**config.mk**
```make
export PLATFORM = sky130hd
export DESIGN_NAME = word_packer_flat
export DESIGN_NICKNAME = d
export VERILOG_FILES = /design/src/rtl/word_packer_if.sv /design/src/rtl/word_packer.sv /design/src/flat_wrapper.sv
export SDC_FILE = /design/constraint.sdc
export NUM_CORES = 1
export LEC_CHECK = 0
export BUFFER_PORTS_ARGS = -buffer_cell sky130_fd_sc_hd__buf_2
export CORE_MARGIN = 2
export CORE_UTILIZATION = 55
export CTS_CLUSTER_SIZE = 24
export DETAILED_ROUTE_END_ITERATION = 7
export PLACE_DENSITY = 0.85
export SYNTH_ARGS = -nofsm -noshare
export SYNTH_HDL_FRONTEND = slang
export SYNTH_SLANG_ARGS = --single-unit
export TNS_END_PERCENT = 20
```
**constraint.sdc**
```tcl
create_clock -name clk -period 2.8 [get_ports clk]
set_input_delay 0.42 -clock clk [delete_from_list [all_inputs] [get_ports clk]]
set_output_delay 0.42 -clock clk [all_outputs]
set_load 0.01 [all_outputs]
```
**src/rtl/word_packer_if.sv**
```systemverilog
// rtl/word_packer_if.sv - beat input, flush and FIFO write-port bundle for word_packer
interface word_packer_if #(
    parameter int IN_W  = 32,
    parameter int OUT_W = 256
);
    logic [IN_W-1:0]  in_data;
    logic             in_valid;
    logic             in_ready;
    logic             flush;
    logic             fifo_full;
    logic             fifo_wr_en;
    logic [OUT_W-1:0] fifo_data;

    // master: the environment feeding beats and owning the FIFO
    modport master (
        output in_data, in_valid, flush, fifo_full,
        input  in_ready, fifo_wr_en, fifo_data
    );

    // slave: the packer itself
    modport slave (
        input  in_data, in_valid, flush, fifo_full,
        output in_ready, fifo_wr_en, fifo_data
    );
endinterface

```
**src/rtl/word_packer.sv**
```systemverilog
// rtl/word_packer.sv - packs IN_W-bit beats into OUT_W-bit FIFO words; optional WORD_PACKER_STATS_EN word counter
module word_packer #(
    parameter int IN_W  = 32,
    parameter int OUT_W = 256
) (
    input  logic          clk,
    input  logic          reset_n,
    word_packer_if.slave  bus,
    output logic [15:0]   word_count
);
    localparam int BEATS = OUT_W / IN_W;
    localparam int CNT_W = $clog2(BEATS) + 1;

    typedef enum logic {FILL, HOLD} state_t;

    state_t             state;
    logic [CNT_W-1:0]   beat_cnt;
    logic [OUT_W-1:0]   word;
    logic               accept;
    logic               last_beat;

    // in_ready is gated by reset_n so no beat is taken while reset is held
    assign bus.in_ready   = (state == FILL) && reset_n;
    assign accept         = bus.in_valid && bus.in_ready;
    assign bus.fifo_wr_en = (state == HOLD) && !bus.fifo_full;
    assign bus.fifo_data  = word;
    assign last_beat      = (beat_cnt == CNT_W'(BEATS - 1));

    always_ff @(posedge clk or negedge reset_n) begin
        if (!reset_n) begin
            state    <= FILL;
            beat_cnt <= '0;
            word     <= '0;
        end else begin
            case (state)
                FILL: begin
                    if (accept) begin
                        for (int k = 0; k < BEATS; k++) begin
                            if (beat_cnt == CNT_W'(k))
                                word[k*IN_W +: IN_W] <= bus.in_data;
                        end
                        if (last_beat || bus.flush) begin
                            state    <= HOLD;
                            beat_cnt <= '0;
                        end else begin
                            beat_cnt <= beat_cnt + 1'b1;
                        end
                    end else if (bus.flush && (beat_cnt != '0)) begin
                        state    <= HOLD;
                        beat_cnt <= '0;
                    end
                end
                HOLD: begin
                    // clearing here guarantees unfilled lanes of the next word read zero
                    if (!bus.fifo_full) begin
                        state <= FILL;
                        word  <= '0;
                    end
                end
                default: begin
                    state    <= FILL;
                    beat_cnt <= '0;
                    word     <= '0;
                end
            endcase
        end
    end

`ifdef WORD_PACKER_STATS_EN
    always_ff @(posedge clk or negedge reset_n) begin
        if (!reset_n)
            word_count <= 16'h0000;
        else if (bus.fifo_wr_en)
            word_count <= word_count + 16'h0001;
    end
`else
    assign word_count = 16'h0000;
`endif
endmodule

```
**src/flat_wrapper.sv**
```systemverilog
// flat-port wrapper written by rule: the top's interface ports become plain ports
module word_packer_flat 
#(
    parameter int IN_W  = 32,
    parameter int OUT_W = 256
)
  (clk, reset_n, word_count, bus_in_data, bus_in_valid, bus_flush, bus_fifo_full, bus_in_ready, bus_fifo_wr_en, bus_fifo_data);
  word_packer_if #(.IN_W(IN_W), .OUT_W(OUT_W)) bus_i ();
  input  logic clk;
  input  logic reset_n;
  output logic [15:0] word_count;
  input wire logic [$bits(bus_i.in_data)-1:0] bus_in_data;
  input wire logic [$bits(bus_i.in_valid)-1:0] bus_in_valid;
  input wire logic [$bits(bus_i.flush)-1:0] bus_flush;
  input wire logic [$bits(bus_i.fifo_full)-1:0] bus_fifo_full;
  output wire logic [$bits(bus_i.in_ready)-1:0] bus_in_ready;
  output wire logic [$bits(bus_i.fifo_wr_en)-1:0] bus_fifo_wr_en;
  output wire logic [$bits(bus_i.fifo_data)-1:0] bus_fifo_data;
  assign bus_i.in_data = bus_in_data;
  assign bus_i.in_valid = bus_in_valid;
  assign bus_i.flush = bus_flush;
  assign bus_i.fifo_full = bus_fifo_full;
  assign bus_in_ready = bus_i.in_ready;
  assign bus_fifo_wr_en = bus_i.fifo_wr_en;
  assign bus_fifo_data = bus_i.fifo_data;
  word_packer #(.IN_W(IN_W), .OUT_W(OUT_W)) u_core (.clk(clk), .reset_n(reset_n), .bus(bus_i), .word_count(word_count));
endmodule
```
==> impl_metrics.yaml <==
grt:
  grt_pass1_wl_mm: 46.89
  grt.overflow.total: 0
  antenna_found_initial: 0
  first_global_vias: 7593
  grt_start_max_net_pins: 195
  globalRouteTotalUtil_pct: 31.02
pwr:
  internal_power_w: 0.007653
  switchingPower_w: 0.003694
  p_leak_nw: 6.892
  power_density_nw_per_um2: 920.1
  pwr-share-seq_pct: 43.6
  pwr-share-clk_pct: 29.6
  ir_drop_v: 0.0006650
  p_total_w: 0.01135
  swShare_pct: 32.55
  pwr-share-comb_pct: 26.9
setup_path:
  r2r_slack_ns: 0.47
  cp.required_ns: 2.38
  start_kind: "register"
  crit_type: "register to primary output"
  crit_arrival_ns: 1.92
  crit_fanout: 13
  cp-end-kind: "primary output"
synthesis:
  ys_warn_count: 0
  yosysUniqueCellTypes: 36
  synth_area_leader_cell: "dfrtp_1"
  synth_top_cells_by_count: "dfrtp_1 (261), a22o_1 (225), buf_2 (64)"
  synthCells: 757
  netlist_area_um2: 10140
  synthMostInstantiatedCell: "dfrtp_1"
  ys_ff_latch: 261
  synth.top_cell.area_share_pct: 64.43
  synth_ff_type: "dfrtp_1"
  synth-edff-count: 0
  synth-async-reset-ratio_pct: 100.0
  avgSynthCellArea_um2: 13.39
  yosysSeqAreaShare_pct: 64.43
  synth_area_leaders: "dfrtp_1 (64%), a22o_1 (19%), buf_2 (3.2%), o221ai_1 (2.8%), buf_4 (1.7%)"
timing:
  finalSetupTns_ns: 0
  rsz0062_at_grt: "no"
  max-slew-margin-rel_pct: 19.47
  fmaxAchievable_mhz: 426.5
  tightest_slew_ns: 1.208
  skew_ns: 0.01769
  setup_viol: 0
  whs_ns: 0.06574
  fin_crit_sh_pct: 83.73
  maxSlewViolCount: 0
  min_period_ns: 2.344
  final_hold_viol_count: 0
clock_tree:
  cts_htree_levels: 1
  cts_max_path_buffers: 3
  cts_hold_buf: 0
  cts.repair.resized: 0
  clock-sinks: 261
  clkLatencyLatePin_ns: 0.52
  clkTransAtPathRegs_ns: 0.07
  cts-buffers-inserted: 25
  clockRootBuffer: "clkbuf_16"
  postCtsSetupBuffers: 0
  cts_tree: "built"
detailed_routing:
  drt_wl_total_mm: 30.89
  wl_met1_mm: 12.62
  top_layer_used: "met4"
  vias: 7834
  first_pass_iters: 4
  wl_met3_mm: 3.037
  wl_met2_mm: 14.41
  drc: 0
  antenna_left: 0
  via_per_inst: 6.348
  drt_iter0_drc: 836
  wl_per_cell_um: 25.03
cells_and_area:
  finish.utilization_pct: 68.42
  diodes: 0
  drive_above_1_share_pct: 36.72
  postLayoutCellArea_um2: 12330
  synthToLayoutAreaGrowth_pct: 21.65
  nets: 1028
  fillers: 1277
floorplan:
  pin_count: 311
  chipHeight_um: 139.8
  fp-row-count: 49
  die_area_um2: 19530
  coreArea_um2: 18020
  die_x_um: 139.8
  initial_utilization_pct: 56.24
place:
  io_buffers: 294
  place.gp.congestion: 0.8712
  dp_hpwl_mm: 19.67
  placed_area_um2: 11510
run:
  max_cap_violations: 0
hold_path:
  hold_path.class: "input pin to asynchronous set/reset pin"
outcome:
  status: "finished, final reports clean"
-- worst max-delay path, stage by stage (launching register included) --
cell	delay [ns]
dfrtp_1	0.34
buf_4	0.25
nor2b_1	0.56
buf_2	0.25
-- stage by stage --
step,worst slack [ns],cells
global placement,0.5989,1189
finish,0.4556,1234
floorplan,1.134,772
detailed placement,0.5364,1189
global route,0.4041,1234
CTS,0.4727,1234
-- power groups by stage --
stage               Clock, W  Combinational [W]  Sequential, W
floorplan                  0            0.00143        0.00525
global route         0.00353            0.00326        0.00500
CTS                  0.00338            0.00305        0.00492
finish               0.00335            0.00305        0.00494
global placement           0            0.00295        0.00497
detailed placement         0            0.00305        0.00496
-- per-layer routing --
layer	GRT usage [%]	vias up
li1	-	3277
met4	10.00	0
met5	0	-
met1	44.95	3969
met3	5.643	55
met2	48.24	533
-- path summary, 6_finish.rpt --
check	depth (start not counted)	start	to
setup / recovery	3	u_core.state	bus_fifo_wr_en
setup reg to reg	5	u_core.state	u_core.bus.fifo_data[61]
max in group asynchronous	3	reset_n	u_core.bus.fifo_data[132]
hold reg to reg	1	u_core.bus.fifo_data[122]	u_core.bus.fifo_data[122]
hold / removal	2	reset_n	u_core.beat_cnt[2]
min in group clk	3	bus_in_data[30]	u_core.bus.fifo_data[158]
-- cells by family (layout without fill, tap and decap cells) --
kind of cell	count (synthesis)	after routing	synth area share (%)
flip-flops	261	261	64.43
AO/OA/AOI/OAI	273	273	23.66
AND/OR/NAND/NOR	92	92	4.851
buffers and inverters	126	359	6.529
other	1	16	0.03699
adder cells (fa/ha/maj)	4	4	0.4937
-- state kept, by name, indices dropped and copies added (netlist names) --
register              count
u_core.bus.fifo_data    256
u_core.beat_cnt           4
u_core.state              1
-- layout make-up --
cell class              instances  area, µm²  share of cell area [%]
flip-flops and latches        261       6531                   52.96
multi-input cells             385       3063                   24.84
repair buffers                311       1622                   13.15
clock buffers                  37      750.7                   6.088
well taps                     229      286.5                   2.323
clock inverters                 8      67.56                  0.5479
inverters                       3      11.26                 0.09132
-- cell usage in the layout (no fill, tap or decap), types with 2 or more instances in the layout --
cell / Yosys / routed
clkinv_2: 0 / 6
o221ai_1: 32 / 32
o21ai_0: 4 / 4
a22o_1: 225 / 225
dfrtp_1: 261 / 261
nand3b_1: 3 / 3
conb_1: 1 / 16
or4_1: 2 / 2
a2bb2o_4: 2 / 2
clkbuf_1: 19 / 4
nand3b_2: 2 / 2
nand3_1: 31 / 31
nor2_4: 0 / 2
buf_2: 64 / 293
and2_1: 3 / 3
ha_1: 4 / 4
o22ai_4: 0 / 4
nor3b_2: 3 / 3
nand2_1: 33 / 33
clkbuf_8: 0 / 8
buf_4: 23 / 16
inv_1: 2 / 2
o31ai_1: 2 / 2
nor2b_1: 2 / 2
and3b_1: 3 / 2
clkbuf_16: 0 / 25
nor2_1: 5 / 2
No activity file was read; power rests on OpenSTA's default activity.
